**config.mk**
```make
export PLATFORM = sky130hd
export DESIGN_NAME = dc_wr_seq
export DESIGN_NICKNAME = d
export VERILOG_FILES = /design/src/rtl/dc_wr_seq_pkg.sv /design/src/rtl/dc_wr_seq_line_inc.sv /design/src/rtl/dc_wr_seq.sv
export SDC_FILE = /design/constraint.sdc
export NUM_CORES = 1
export LEC_CHECK = 0
export CAP_MARGIN = 5
export CELL_PAD_IN_SITES_DETAIL_PLACEMENT = 2
export CELL_PAD_IN_SITES_GLOBAL_PLACEMENT = 2
export CORE_MARGIN = 2
export CORE_UTILIZATION = 28
export CTS_CLUSTER_DIAMETER = 200
export DETAILED_ROUTE_END_ITERATION = 12
export PLACE_DENSITY = 0.84
export SLEW_MARGIN = 20
export SYNTH_ARGS = -nofsm -noshare
export SYNTH_HDL_FRONTEND = slang
export SYNTH_HIERARCHICAL = 1
export SYNTH_SLANG_ARGS = --single-unit
```
**constraint.sdc**
```tcl
create_clock -name clk -period 2.1 [get_ports clk]
set_input_delay 0.21 -clock clk [delete_from_list [all_inputs] [get_ports clk]]
set_output_delay 0.21 -clock clk [all_outputs]
set_load 0.005 [all_outputs]
```
**src/rtl/dc_wr_seq_pkg.sv**
```systemverilog
// Shared definitions for the data-cache store sequencer: state encoding and
// store-size decoding.
package dc_wr_seq_pkg;

  localparam logic [2:0] S_IDLE  = 3'd0;
  localparam logic [2:0] S_WR1   = 3'd1;
  localparam logic [2:0] S_MISS1 = 3'd2;
  localparam logic [2:0] S_WR2   = 3'd3;
  localparam logic [2:0] S_MISS2 = 3'd4;

  localparam logic [3:0] SZ1_BYTES = 4'd1;
  localparam logic [3:0] SZ2_BYTES = 4'd2;
  localparam logic [3:0] SZ4_BYTES = 4'd4;
  localparam logic [3:0] SZ8_BYTES = 4'd8;

  localparam logic [7:0] MISS_CNT_MAX = 8'hFF;

  function automatic logic [3:0] size_bytes(input logic [1:0] size);
    case (size)
      2'd0:    return SZ1_BYTES;
      2'd1:    return SZ2_BYTES;
      2'd2:    return SZ4_BYTES;
      default: return SZ8_BYTES;
    endcase
  endfunction

endpackage

```
**src/rtl/dc_wr_seq_line_inc.sv**
```systemverilog
// Next-line address for the second half of a line-crossing store; wraps at the
// top of the line address space. Purely combinational.
module line_inc #(
  parameter int W = 28
) (
  input  logic [W-1:0] i_line,
  output logic [W-1:0] o_line
);

  assign o_line = i_line + W'(1);

endmodule

```
**src/rtl/dc_wr_seq.sv**
```systemverilog
// Store sequencer: accepts one store in IDLE, issues one or two line writes (split
// stores), and waits for fills on misses. Unsplit hit takes 2 cycles; st_ready is low until done.
module dc_wr_seq
  import dc_wr_seq_pkg::*;
#(
  parameter int ADDR_W     = 32,
  parameter int LINE_OFF_W = 4
) (
  input  logic                         clk,
  input  logic                         rst_n,
  input  logic                         st_valid,
  output logic                         st_ready,
  input  logic [ADDR_W-1:0]            st_addr,
  input  logic [1:0]                   st_size,
  input  logic [63:0]                  st_data,
  output logic [1:0]                   mem_wr_size,
  output logic [63:0]                  mem_wr_data,
  output logic [LINE_OFF_W-1:0]        addr_offset,
  output logic                         access2_reg,
  output logic                         dc_wr_req,
  output logic [ADDR_W-LINE_OFF_W-1:0] dc_wr_line,
  input  logic                         dc_wr_hit,
  output logic                         dc_miss_req,
  input  logic                         dc_miss_ack,
  output logic                         st_busy,
  output logic [7:0]                   miss_cnt
);

  localparam int LINE_W = ADDR_W - LINE_OFF_W;
  localparam int SUM_W  = LINE_OFF_W + 1;
  localparam logic [SUM_W-1:0] LINE_BYTES = SUM_W'(1) << LINE_OFF_W;

  logic [2:0]        r_state;
  logic [2:0]        w_next;
  logic [ADDR_W-1:0] r_addr;
  logic [1:0]        r_size;
  logic [63:0]       r_data;
  logic [7:0]        r_miss_cnt;
  logic [LINE_W-1:0] w_line1;
  logic [LINE_W-1:0] w_line2;
  logic [SUM_W-1:0]  w_end;
  logic              w_split;
  logic              w_accept;
  logic              w_miss_enter;

  assign w_line1  = r_addr[ADDR_W-1:LINE_OFF_W];
  assign w_end    = SUM_W'(r_addr[LINE_OFF_W-1:0]) + SUM_W'(size_bytes(r_size));
  assign w_split  = w_end > LINE_BYTES;
  assign w_accept = (r_state == S_IDLE) && st_valid;

  line_inc #(.W(LINE_W)) u_line_inc (
    .i_line (w_line1),
    .o_line (w_line2)
  );

  always_ff @(posedge clk or negedge rst_n) begin
    if (!rst_n) r_state <= S_IDLE;
    else        r_state <= w_next;
  end

  // Acks only matter in the MISS states, so stray acks elsewhere fall through.
  always_comb begin
    w_next = r_state;
    case (r_state)
      S_IDLE:  if (st_valid) w_next = S_WR1;
      S_WR1: begin
        if (!dc_wr_hit)   w_next = S_MISS1;
        else if (w_split) w_next = S_WR2;
        else              w_next = S_IDLE;
      end
      S_MISS1: if (dc_miss_ack) w_next = S_WR1;
      S_WR2:   w_next = dc_wr_hit ? S_IDLE : S_MISS2;
      S_MISS2: if (dc_miss_ack) w_next = S_WR2;
      default: w_next = S_IDLE;
    endcase
  end

  always_comb begin
    st_ready    = 1'b0;
    dc_wr_req   = 1'b0;
    dc_miss_req = 1'b0;
    access2_reg = 1'b0;
    case (r_state)
      S_IDLE:  st_ready = 1'b1;
      S_WR1:   dc_wr_req = 1'b1;
      S_MISS1: dc_miss_req = 1'b1;
      S_WR2: begin
        dc_wr_req   = 1'b1;
        access2_reg = 1'b1;
      end
      S_MISS2: begin
        dc_miss_req = 1'b1;
        access2_reg = 1'b1;
      end
      default: st_ready = 1'b0;
    endcase
  end

  always_ff @(posedge clk or negedge rst_n) begin
    if (!rst_n) begin
      r_addr <= '0;
      r_size <= '0;
      r_data <= '0;
    end else if (w_accept) begin
      r_addr <= st_addr;
      r_size <= st_size;
      r_data <= st_data;
    end
  end

  assign w_miss_enter = dc_wr_req && !dc_wr_hit;

  always_ff @(posedge clk or negedge rst_n) begin
    if (!rst_n)
      r_miss_cnt <= '0;
    else if (w_miss_enter && (r_miss_cnt != MISS_CNT_MAX))
      r_miss_cnt <= r_miss_cnt + 8'd1;
  end

  assign st_busy     = !st_ready;
  assign dc_wr_line  = access2_reg ? w_line2 : w_line1;
  assign mem_wr_size = r_size;
  assign mem_wr_data = r_data;
  assign addr_offset = r_addr[LINE_OFF_W-1:0];
  assign miss_cnt    = r_miss_cnt;

endmodule
```
==> metrics.txt <==
outcome complete, but fails checks; failing checks negative setup slack; Worst R2R Setup Slack 0.03 ns; vias in the first global route 5332; TritonCTS Buffers 9; commonest cells in the netlist 119 x mux2_2, 109 x dfrtp_1, 23 x xnor2_1, 16 x nand3_1; share of the synthesized area in the top cell type 0.505; Synth area leader dfrtp_1; H-tree depth 3; WS Path Type flop to primary output; post-route DRC violation count 0; WP data required 1.89 ns; CP Capture Type primary output; initial antenna violation count 0; FILL cells 1815; number of diodes 0; Syn Area/Cell 13.4 um^2; Detailed Routing Iterations Pass 1 4; Synth Area in XOR/XNOR 0.0503; Area growth syn-to-layout 72.4%; Std-Cell Rows 50; sequential element share of the synthesized area 0.505; Largest stage delay, worst path 0.42 ns; drt total wl 20500 um; Syn. warnings 6; fraction of layout cells with a size suffix above 1 0.440; Post-synth EDFFs 0; Mapped Area 0.00540 mm^2; Chip Height 143 um; adder-cell share of the synthesized area 0.0176; Synth Area in Simple Gates 0.0864; reg-to-reg startpoint r_state[1]; Clock Tree Root clkbuf_16; dpl cells 904; DRT iter0 DRCs 56; post-synthesis mux area share 0.274; largest net degree at the start of global routing 58; via count 4455; Ports 214; #FFs+latches synth 109; nets 802; hold crit path type input port to asynchronous set/reset pin; Clock Path Buffers 2; fin area 0.00931 mm^2; PnR worst setup slack -0.458 ns; CP cell instances buf_6 -> ha_4 -> nand4_1 -> nor3_4 -> buf_12 -> buf_12 -> nand4_1 -> xnor2_1 -> mux2_4 -> buf_6; Seq. cell area 0.00273 mm^2; die area 0.0204 mm^2; first-pass GRT wire length 30800 um; critical path data arrival time 2.35 ns; initial core utilization 0.287; Synth async-reset ratio 1.00; Slowest-stage cell, CP dfrtp_1; Finished Layout Cells 957; Peak supply drop 558 uV; Final Max Slew Viols 0; fmax 0.391 GHz; Max Cap Viol 0; ranking of synthesized cells by area dfrtp_1 50%, mux2_2 25%, xnor2_1 3.7%; shortest period the worst path allows 2.56 ns; startpoint types flop; Worst Tran Pin Value 0.487 ns; power consumption 13.8 mW; Multi-input gate area 0.00288 mm^2; Worst-path clk slew 0.08 ns; final hold vios 0; post-DP HPWL 13800 um; Core Area 0.0188 mm^2; R2R depth 6; Die X 143 um; leak pwr 3.99 nW; RSZ-0062 raised after global routing true; largest family of logic cells by synthesized area multiplexers; clk_skew 0.0124 ns; Cell variety after synth 44; TNS Setup -7.17 ns; clock sink count 109; post-synthesis compound-gate area fraction 0.0218; gpl congestion 0.775; worst rel slew slack 0.673; Via density 4.66; dpl cell area 0.00811 mm^2; antenna viol nets, final 0; syn_nets 514; reg-to-reg endpoint mem_wr_data[30]; PortBufs 213; Primary FF master, synth dfrtp_1; pwr/cell area 1490 mW/mm^2; CTS tree done; Final period util 1.22; most frequent cell after synthesis mux2_2; cell count after synthesis 404; CP max FO 5; global route overflow 0; setup violation total in the final timing report 24; WL/cell 21.4 um; Clk Latency, worst-skew pair 0.36 ns; gr usage total 0.201
[layer usage]
metal,GRT usage,up-vias,share of wire
li1,-,2011,-
met1,0.207,2241,0.35
met2,0.384,162,0.56
met3,0.0570,41,0.058
met4,0.0735,0,0.035
met5,0,-,0
[stage by stage]
| stage | setup WS [ns] | util | hold slack, ns |
|---|---|---|---|
| final | -0.458 | 0.495 | 0.320 |
| after global routing | -0.558 | 0.495 | 0.330 |
| after CTS | -0.361 | 0.476 | 0.335 |
| after detailed placement | -0.217 | 0.431 | 0.170 |
| after global placement | -0.130 | 0.431 | 0.160 |
| after floorplan | 0.239 | - | -0.0856 |
[worst max-delay path by stage]
stage,from,endpoint,slack (ns)
2_1_floorplan,mem_wr_size[0],r_state[1],0.24
3_3_place_gp,r_addr[5],dc_wr_line[27],-0.13
3_5_place_dp,r_addr[4],dc_wr_line[27],-0.22
4_1_cts,r_addr[5],dc_wr_line[18],-0.36
5_1_grt,r_addr[4],dc_wr_line[18],-0.56
6_report,r_addr[4],dc_wr_line[18],-0.46
[critical path: cells and delay by family (launching register included)]
kind          cells  cell delay (ns)
simple gates      3             0.51
xor+xnor          1             0.15
buf+inv           4             0.53
fa+ha+maj         1             0.13
mux               1             0.26
flops             1             0.42
[repair_timing]
item / CTS / global route
setup endpoints to repair: 32 / 33
hold buffers: 1 / 0
pin swaps: 28 / 29
resized for setup: 183 / 74
hold endpoints to repair: 23 / 0
gates cloned: 4 / 0
buffers inserted: 25 / 11
[layout make-up]
cell class                 instances  area share
inverter                          12     0.00484
clock buffer                      10      0.0246
timing repair buffer             299       0.326
multi-input combinational        261       0.310
sequential                       109       0.293
tap                              260      0.0349
clock inverter                     6     0.00672
[kinds of logic after synthesis]
logic type / Yosys count
buf+inv: 34
mux: 129
fa+ha+maj: 7
simple gates: 77
compound gates: 17
flops: 109
xor+xnor: 31
[flip-flops by register name (all words and copies together), names as in the netlist]
signal / count
r_addr: 32
r_state: 3
mem_wr_data: 64
mem_wr_size: 2
miss_cnt: 8
[power breakdown]
group | leakage (nW) | switching (mW) | internal (mW) | total (mW)
Sequential | 1.28 | 0.847 | 3.14 | 3.99
Clock | 0.143 | 0.871 | 0.842 | 1.71
Combinational | 2.57 | 3.00 | 5.14 | 8.14
[placed cells by master (no fill, tap or decap), types with 3 or more instances in the layout]
cell,instances
a21oi_1,3
and3_1,5
buf_12,10
buf_2,3
buf_4,53
buf_6,43
clkbuf_16,9
clkdlybuf4s50_1,180
dfrtp_1,107
ha_1,4
inv_1,11
inv_6,3
mux2_2,89
mux2_4,38
nand2_1,11
nand2_4,3
nand3_1,5
nand3_4,9
nand4_1,10
nor2_1,3
nor2_4,4
nor3_1,5
o21ai_0,3
xnor2_1,11
xnor2_2,12
xor2_1,7
(Power assumes the default switching activity.)
